## src/rtl/text_layer_compositor.sv

```systemverilog
// Purpose: composite NUM_LAYERS text sources into one text pixel via a single shared font_rom.
// Latency: ROM_LAT+1 clk cycles from layer inputs to registered text_on/text_rgb.
// Backpressure: none; one pixel per clk, no stalls and no handshake.
module text_layer_compositor #(
    parameter int NUM_LAYERS  = 4,
    parameter int ROM_ADDR_W  = 11,
    parameter int RGB_W       = 12,
    parameter int ROM_LAT     = 1,
    parameter int BLINK_TICKS = 30
) (
    input  logic                             clk,
    input  logic                             reset,
    input  logic                             refresh_tick,
    input  logic [NUM_LAYERS-1:0]            layer_on,
    input  logic [NUM_LAYERS*ROM_ADDR_W-1:0] layer_rom_addr,
    input  logic [NUM_LAYERS*3-1:0]          layer_bit_addr,
    input  logic [NUM_LAYERS*RGB_W-1:0]      layer_fg,
    input  logic [NUM_LAYERS*RGB_W-1:0]      layer_bg,
    input  logic [NUM_LAYERS-1:0]            layer_opaque,
    input  logic [NUM_LAYERS-1:0]            layer_blink,
    output logic [ROM_ADDR_W-1:0]            rom_addr,
    input  logic [7:0]                       font_word,
    output logic                             text_on,
    output logic [RGB_W-1:0]                 text_rgb
);

    localparam int CNT_W = (BLINK_TICKS > 1) ? $clog2(BLINK_TICKS) : 1;

    logic [CNT_W-1:0]      blink_cnt;
    logic                  blink_phase;

    logic [NUM_LAYERS-1:0] eff_on;
    logic                  sel_vld;
    logic [2:0]            sel_col;
    logic [RGB_W-1:0]      sel_fg;
    logic [RGB_W-1:0]      sel_bg;
    logic                  sel_opq;

    // Attributes of the winning layer, delayed to line up with font_word.
    logic                  pipe_vld [ROM_LAT];
    logic [2:0]            pipe_col [ROM_LAT];
    logic [RGB_W-1:0]      pipe_fg  [ROM_LAT];
    logic [RGB_W-1:0]      pipe_bg  [ROM_LAT];
    logic                  pipe_opq [ROM_LAT];

    logic                  font_bit;
    logic                  next_on;
    logic [RGB_W-1:0]      next_rgb;

    // Blink timer: phase flips every BLINK_TICKS frames, starting visible.
    always_ff @(posedge clk or negedge reset) begin
        if (!reset) begin
            blink_cnt   <= '0;
            blink_phase <= 1'b1;
        end else if (refresh_tick) begin
            if (blink_cnt == CNT_W'(BLINK_TICKS - 1)) begin
                blink_cnt   <= '0;
                blink_phase <= ~blink_phase;
            end else begin
                blink_cnt <= blink_cnt + CNT_W'(1);
            end
        end
    end

    // S0: blanked layers drop out, lowest-index active layer drives the ROM.
    always_comb begin
        eff_on   = layer_on & ~(layer_blink & {NUM_LAYERS{~blink_phase}});
        sel_vld  = 1'b0;
        rom_addr = '0;
        sel_col  = '0;
        sel_fg   = '0;
        sel_bg   = '0;
        sel_opq  = 1'b0;
        // Descending scan so the lowest active index is the last to assign.
        for (int i = NUM_LAYERS - 1; i >= 0; i--) begin
            if (eff_on[i]) begin
                sel_vld  = 1'b1;
                rom_addr = layer_rom_addr[i*ROM_ADDR_W +: ROM_ADDR_W];
                sel_col  = layer_bit_addr[i*3 +: 3];
                sel_fg   = layer_fg[i*RGB_W +: RGB_W];
                sel_bg   = layer_bg[i*RGB_W +: RGB_W];
                sel_opq  = layer_opaque[i];
            end
        end
    end

    // S1..S(ROM_LAT): shift the winner's attributes alongside the ROM read.
    always_ff @(posedge clk or negedge reset) begin
        if (!reset) begin
            for (int k = 0; k < ROM_LAT; k++) begin
                pipe_vld[k] <= 1'b0;
                pipe_col[k] <= '0;
                pipe_fg[k]  <= '0;
                pipe_bg[k]  <= '0;
                pipe_opq[k] <= 1'b0;
            end
        end else begin
            pipe_vld[0] <= sel_vld;
            pipe_col[0] <= sel_col;
            pipe_fg[0]  <= sel_fg;
            pipe_bg[0]  <= sel_bg;
            pipe_opq[0] <= sel_opq;
            for (int k = 1; k < ROM_LAT; k++) begin
                pipe_vld[k] <= pipe_vld[k-1];
                pipe_col[k] <= pipe_col[k-1];
                pipe_fg[k]  <= pipe_fg[k-1];
                pipe_bg[k]  <= pipe_bg[k-1];
                pipe_opq[k] <= pipe_opq[k-1];
            end
        end
    end

    // Output decode: column 0 is the glyph MSB; transparent zero bits show nothing.
    always_comb begin
        font_bit = font_word[3'd7 - pipe_col[ROM_LAT-1]];
        next_on  = 1'b0;
        next_rgb = '0;
        if (pipe_vld[ROM_LAT-1]) begin
            if (pipe_opq[ROM_LAT-1]) begin
                next_on  = 1'b1;
                next_rgb = font_bit ? pipe_fg[ROM_LAT-1] : pipe_bg[ROM_LAT-1];
            end else if (font_bit) begin
                next_on  = 1'b1;
                next_rgb = pipe_fg[ROM_LAT-1];
            end
        end
    end

    // Output register keeps text_on/text_rgb glitch-free for the pixel mux.
    always_ff @(posedge clk or negedge reset) begin
        if (!reset) begin
            text_on  <= 1'b0;
            text_rgb <= '0;
        end else begin
            text_on  <= next_on;
            text_rgb <= next_rgb;
        end
    end

endmodule

```

## config.mk

```make
export PLATFORM = sky130hd
export DESIGN_NAME = text_layer_compositor
export DESIGN_NICKNAME = d
export VERILOG_FILES = /design/src/rtl/text_layer_compositor.sv
export SDC_FILE = /design/constraint.sdc
export NUM_CORES = 1
export LEC_CHECK = 0
export ABC_AREA = 1
export CAP_MARGIN = 20
export CORE_UTILIZATION = 40
export CTS_CLUSTER_DIAMETER = 200
export DETAILED_ROUTE_END_ITERATION = 8
export MAX_ROUTING_LAYER = met4
export PLACE_DENSITY = 0.84
export SYNTH_ARGS = -nofsm -noshare
export SYNTH_HDL_FRONTEND = slang
export SYNTH_SLANG_ARGS = --single-unit
```

## constraint.sdc

```tcl
create_clock -name clk -period 3.15 [get_ports clk]
set_input_delay 0.4725 -clock clk [delete_from_list [all_inputs] [get_ports clk]]
set_output_delay 0.4725 -clock clk [all_outputs]
set_load 0.05 [all_outputs]
```

# After elaboration in Yosys (flattened, before gate mapping)
# Cells that the tools add are included.
dict set report op_classes {
  n_addsub 2
  multipliers 0
  div 0
  magnitude_cmp 1
  n_eq_ne 1
  shifts 0
  n_mux 34
  bitwise_logic 4
  reduce_logical 1
}
# operator count
set ops {}
lappend ops {{12-bit two-way mux} 12}
lappend ops {{11-bit two-way mux} 4}
lappend ops {{1-bit two-way mux} 12}
lappend ops {{3-bit two-way mux} 4}
lappend ops {{4-bit bitwise AND} 2}
lappend ops {{5-bit by 1-bit adder with 5-bit output (second input constant)} 1}
lappend ops {{5-bit equality test (second input constant)} 1}
lappend ops {{5-bit two-way mux} 1}
lappend ops {{3-bit by 4-bit less-than comparator with 1-bit output (second input constant)} 1}
lappend ops {{4-bit NOT} 1}
lappend ops {{1-bit binary-select mux with 3-bit select} 1}
lappend ops {{3-bit subtractor (first input constant)} 1}
lappend ops {{2-bit AND reduction} 1}
lappend ops {{1-bit NOT} 1}
dict set report totals {
  regBits 48
  latchBits 0
  mem_bits_rw 0
  mem_bits_ro 0
  input_bits 175
  out_inout_bits 24
  wordCells 52
  memories 0
}

# Depth between registers and ports, before layout
# Gate-level depths: netlist (run 1).
dict set report depth {
  word_depth 8
  ltp_mapped 9
  depth_no_buf 8
}

# Worst setup path after synthesis (run 1)
# OpenSTA, ideal clock, no wires.
dict set report synth_path {
  kind {register to output}
  start {register blink_phase}
  end {output rom_addr[8]}
  t_arrival_ns 1.867
  required_ns 2.677
  setup_slack_ns 0.810
  stages_incl_launch_ff 9
  path_buffers 2
  path_cell_list {dfstp_2 inv_2 nand2_2 nand2_2 buf_6 buf_6 nand2_1 o21ai_0 o211ai_1}
}
dict set report synth_between {
  elab_chain_len 8
}
# item line_no
set synth_lines {}
lappend synth_lines {{start: declaration} 30} ;# logic blink_phase;
lappend synth_lines {{start signal: assignment} 58} ;# blink_phase <= ~blink_phase;
lappend synth_lines {{1-bit NOT (*)} 67} ;# eff_on = layer_on & ~(layer_blink & {NUM_LAYERS{~blink_phase}});
lappend synth_lines {{4-bit bitwise AND (*)} 67}
lappend synth_lines {{4-bit NOT (*)} 67}
lappend synth_lines {{4-bit bitwise AND (*)} 67}
lappend synth_lines {{11-bit two-way mux (3 in series)} 76} ;# if (eff_on[i]) begin
lappend synth_lines {{11-bit two-way mux (*)} 76}
lappend synth_lines {{end: declaration} 21} ;# output logic [ROM_ADDR_W-1:0] rom_addr,
# Mark *: on every way between the ends. The rest lies on a longest branch, timed or not.

# Final worst setup path (run 1)
# Ends and elaborated chain as after synthesis.

==> summary.txt, run 1 <==
worst setup path category - register to output port
Cell Rows - 32
Critical R2R Launch - blink_phase
Leak - 0.00272 µW
Setup TNS - 0 ns
Ports - 199
number of diodes - 0
EDFF count, synth - 0
Yosys top cell area share - 35.3%
GP Congestion - 0.951
post-CTS sizing - 0
Placed Area - 5410 µm²
Cells after DPL - 791
CTS tree - built
CTS Hold Bufs - 0
total CTS buffers - 5
first-pass GRT wire length - 18400 µm
count leader, synth - nand2_1
reg-to-reg endpoint - pipe_bg[7]
sequential area share after synthesis - 36.0%
GRT Total Usage - 27.8%
worst slew pin tran - 0.674 ns
DR vias/cell - 4.98
root buffer cell - clkbuf_8
MaxCap Viol Count - 0
Max VDD drop - 408 µV
number of global-route vias before repair - 3979
Reg2Reg Depth - 8
Final min period - 2.72 ns
delay-heaviest family, CP - simple AND/OR/NAND/NOR gates
CTS Sinks - 48
layout cells sized above 1 - 6.02%
Net Count, Synth - 695
crit path capture type - output port
Worst slew margin - 54.9%
clock skew - 0.00774 ns
CP required - 2.68 ns
DR DRC count - 0
antenna-violating nets left - 0
mapped cell area - 3340 µm²
final net count - 874
post-DP HPWL - 9160 µm
P&R area growth vs syn - 65.5%
final setup vio count - 0
Non-Filler Instances - 800
R2R Setup Slk - 0.97 ns
Post-Route WL - 11500 µm
Yosys warning total - 0
Cell Chain, Critical Path - inv_2 -> nand2_1 -> nand3_1 -> nand2_1 -> o21ai_0 -> o211ai_1 -> buf_12
pwr/cell area - 592 nW/µm²
ys flop type - dfrtp_1
fmax - 0.367 GHz
number of antenna violations at the first check in global routing - 0
crit path from - blink_phase
full die area - 8710 µm²
Area contributors post-synth - dfrtp_1, nand2_1, o211ai_1
Die Y - 93.3 µm
Synth cell types - 26
fin util - 70.0%
Max Root-Sink Buffers - 2
Tcrit/Tclk final - 86.4%
Starting Density - 42.3%
Hold Path Class - primary input to async pin
Worst-Skew Late Latency - 0.30 ns
Data arrival, critical path - 2.25 ns
synth cell count leaders - nand2_1, dfrtp_1, nand3_1
CP Capture Point - rom_addr[8]
WP depth - 7
DRT iter0 DRCs - 222
area leader, netlist - dfrtp_1
total core area - 7890 µm²
GRT overflow - 0
Port Buffer Count - 198
outcome - finished, final reports clean
chip width - 93.3 µm
RSZ-0062 raised after global routing - no
FF+latch count, synth - 48
syn avg cell area - 6.44 µm²
startpoint class of the critical path - register
routed vias - 3984
worst path bufs/invs - 2
Clk pin slew, worst setup/hold paths - 0.09 ns
Slowest cell on crit path - dfstp_2
Max H-tree Level - 2
Finished Cell Area - 5520 µm²
Async SR Flop Fraction - 100%
Synth Instances - 518
largest net degree at the start of global routing - 49
crit path max fanout - 22
Final Hold Fails - 0
Worst path max stage delay - 0.56 ns
drt pass-1 iters - 4
Setup Buffers After CTS - 0
Hold Slack - 0.0505 ns
Max Slew Vio Count - 0
CP dominant cell by count - nand2_1
routed len/inst - 14.4 µm
[state kept, by name, summed over array words and instances, names as in the netlist]
register / flops
pipe_vld: 1
pipe_opq: 1
pipe_fg: 12
text_on: 1
pipe_col: 3
blink_phase: 1
text_rgb: 12
pipe_bg: 12
blink_cnt: 5
[power breakdown]
part / switching, µW / internal (µW)
clock: 209 / 157
combinational: 1180 / 779
sequential: 112 / 830
total: 1500 / 1770
[cell usage in the layout (no fill, tap or decap)]
master / instances
a21oi_1: 4
buf_12: 11
buf_2: 1
buf_4: 8
clkbuf_8: 5
clkdlybuf4s50_1: 186
clkinv_4: 1
clkinvlp_4: 2
dfrtp_1: 47
dfstp_2: 1
ha_1: 2
inv_1: 16
inv_2: 3
nand2_1: 276
nand2_2: 3
nand2_4: 1
nand3_1: 46
nand3_2: 2
nand3b_1: 3
nand4_1: 4
nor2_1: 29
o211ai_1: 35
o211ai_2: 3
o21a_1: 1
o21ai_0: 2
o22ai_1: 2
or2_2: 1
xor2_1: 3
[stage by stage]
stage / setup slack, ns / total power [µW]
floorplan: 0.810 / 2180
global placement: 0.531 / 2860
detailed placement: 0.471 / 2910
CTS: 0.414 / 3270
global route: 0.236 / 3510
finish: 0.427 / 3270
[routing by layer]
layer  up-vias  part of all wire, %  global-route usage (%)  wire, µm
met5         -                    0                       -         0
met2       168                   50                    48.4      5780
met1      1772                   40                    32.1      4550
li1       2012                    -                       -         -
met4         0                  3.8                    11.9       431
met3        32                  6.2                    3.90       714
[logic make-up (layout without fill, tap and decap cells)]
group           Yosys count  in the layout  synth area share (%)
compound gates           47             47                  10.5
simple gates            365            365                  44.3
xor+xnor                  3              3                 0.788
buf+inv                  53            233                  7.58
flops                    48             48                  36.0
fa+ha+maj                 2              2                 0.750
[area by class of cell]
| type | instances | area (µm²) |
|---|---|---|
| flip-flops and latches | 48 | 1200 |
| fillers | 632 | 2370 |
| clock buffers | 5 | 68.8 |
| multi-input cells | 417 | 1880 |
| repair buffers | 206 | 2150 |
| well taps | 102 | 128 |
| inverters | 19 | 71.3 |
| clock inverters | 3 | 23.8 |
[worst min-delay path by stage]
| stage | to | slack, ns | from | cells past startpoint |
|---|---|---|---|---|
| after floorplan | blink_cnt[0] | 0.18 | reset | 0 |
| after global placement | blink_cnt[4] | 0.46 | blink_cnt[4] | 1 |
| after detailed placement | blink_cnt[4] | 0.49 | blink_cnt[4] | 1 |
| after CTS | blink_cnt[4] | 0.35 | reset | 1 |
| after global routing | text_rgb[11] | 0.06 | reset | 1 |
| final | blink_cnt[4] | 0.05 | reset | 1 |
Note: power is estimated with default switching activity, not from simulation.
==> inputs of run 2 (changes only) <==
CTS_BUF_LIST = sky130_fd_sc_hd__clkbuf_4 sky130_fd_sc_hd__clkbuf_8   (was not set)
==> results of run 2 <==
The final DEF is identical to that of run 1; final timing and power are the same.
==> inputs of run 3 (changes only) <==
SETUP_SLACK_MARGIN = 0.3   (was not set)
==> summary.txt, run 3 (synthesis gave the netlist of run 1 again) <==
outcome - finished, final reports clean
Worst-Skew Late Latency - 0.30 ns (about the same)
Tcrit/Tclk final - 84.7% (-1.8 points)
Max Root-Sink Buffers - 2 (unchanged)
GRT Total Usage - 27.8% (unchanged)
final setup vio count - 0 (unchanged)
number of diodes - 0 (unchanged)
Max VDD drop - 408 µV (about the same)
number of antenna violations at the first check in global routing - 0 (unchanged)
Setup TNS - 0 ns (unchanged)
first-pass GRT wire length - 18400 µm (unchanged)
CP required - 2.68 ns (about the same)
full die area - 8710 µm² (unchanged)
commonest cells after routing, fill and taps aside - nand2_1, clkdlybuf4s50_1, dfrtp_1
Cell Rows - 32 (unchanged)
Cell Chain, Critical Path - inv_2 -> nand2_2 -> nand2_2 -> o211ai_1 -> nand2_1 -> nand2_1 -> nand2_1 -> buf_12
antenna-violating nets left - 0 (unchanged)
MaxCap Viol Count - 0 (unchanged)
total core area - 7890 µm² (unchanged)
GRT overflow - 0 (unchanged)
number of global-route vias before repair - 3979 (unchanged)
Setup Buffers After CTS - 0 (unchanged)
fin util - 70.1% (+0.079 points)
biggest regs - pipe_bg: 12 flops, pipe_fg: 12 flops, text_rgb: 12 flops
Post-Route WL - 11500 µm (+0.24%)
routed len/inst - 14.4 µm (+0.24%)
Clk pin slew, worst setup/hold paths - 0.09 ns (about the same)
Max H-tree Level - 2 (unchanged)
commonest non-fill, non-tap cell in the layout - nand2_1
CP dominant cell by count - nand2_1
CTS Hold Bufs - 0 (unchanged)
root buffer cell - clkbuf_8
CTS tree - built
Hold Slack - 0.0516 ns (+0.00111 ns)
Slowest cell on crit path - dfstp_2
clock skew - 0.00803 ns (+0.000288 ns)
Worst path max stage delay - 0.56 ns (about the same)
Worst slew margin - 54.5% (-0.43 points)
Ports - 199 (unchanged)
Hold Path Class - primary input to async pin
Starting Density - 42.3% (unchanged)
Die Y - 93.3 µm (unchanged)
largest net degree at the start of global routing - 49 (unchanged)
final net count - 874 (unchanged)
layout cells sized above 1 - 6.30% (+0.29 points)
pwr/cell area - 592 nW/µm² (about the same)
Data arrival, critical path - 2.19 ns (-0.06 ns)
crit path capture type - output port
chip width - 93.3 µm (unchanged)
DR vias/cell - 5.00 (+0.45%)
Max Slew Vio Count - 0 (unchanged)
Final min period - 2.67 ns (-0.0558 ns)
worst setup path category - register to output port
Final Hold Fails - 0 (unchanged)
P&R area growth vs syn - 65.7%
DR DRC count - 0 (unchanged)
DRT iter0 DRCs - 216 (-2.7%)
Placed Area - 5410 µm² (unchanged)
GP Congestion - 0.951 (unchanged)
post-CTS sizing - 0 (unchanged)
Finished Cell Area - 5530 µm² (+0.11%)
crit path max fanout - 41 (+86%)
RSZ-0062 raised after global routing - no
Leak - 0.00271 µW (-0.22%)
post-DP HPWL - 9160 µm (unchanged)
routed vias - 4002 (+0.45%)
drt pass-1 iters - 5 (+1)
CTS Sinks - 48 (unchanged)
startpoint class of the critical path - register
total CTS buffers - 5 (unchanged)
fmax - 0.375 GHz (+2.1%)
worst slew pin tran - 0.680 ns (+0.00650 ns)
Port Buffer Count - 198 (unchanged)
## run 3: changes by cell type in the layout (fill, tap and decap cells not counted), sizes merged
| cell | change |
|---|---|
| inv | -1 |
| clkinvlp | +1 |
## run 3: through the flow
step | worst slack, ns | total power [µW] | instances
after floorplan | 0.810 | 2180 | 518
after global placement | 0.531 | 2860 | 791
after detailed placement | 0.471 | 2910 | 791
after CTS | 0.414 | 3270 | 799
after global routing | 0.340 | 3510 | 800
final | 0.483 | 3270 | 800
## run 3: layout make-up
cell class              count  area [µm²]
clock buffers               5        68.8
clock inverters             3        23.8
fillers                   631        2360
inverters                  19        75.1
multi-input cells         417        1880
flip-flops and latches     48        1200
well taps                 102         128
repair buffers            206        2150
## run 3: worst max-delay path, delay by kind of cell (launching register included)
family          cells  cell delay [ns]
simple gates        5             0.73
flops               1             0.56
compound gates      1             0.35
buf+inv             2             0.24
## run 3: worst paths after layout
kind                         startpoint  cells after the start            to  slack (ns)
min in group clk           blink_cnt[4]                      1  blink_cnt[4]        0.50
setup / recovery            blink_phase                      8   rom_addr[2]        0.48
hold reg to reg            blink_cnt[4]                      1  blink_cnt[4]        0.50
setup reg to reg            blink_phase                      8    pipe_bg[7]        0.96
max in group asynchronous         reset                      2   blink_phase        2.57
hold / removal                    reset                      1  text_rgb[11]        0.05
## run 3: per-layer routing
metal,global-route usage (%),routed length [µm]
met4,11.9,408
met5,-,0
met3,3.90,744
met2,48.4,5840
met1,32.1,4520
## run 3: power by group
group / total [µW] / internal (µW) / switching (µW)
Clock: 366 / 157 / 209
Sequential: 942 / 830 / 112
Combinational: 1960 / 780 / 1180
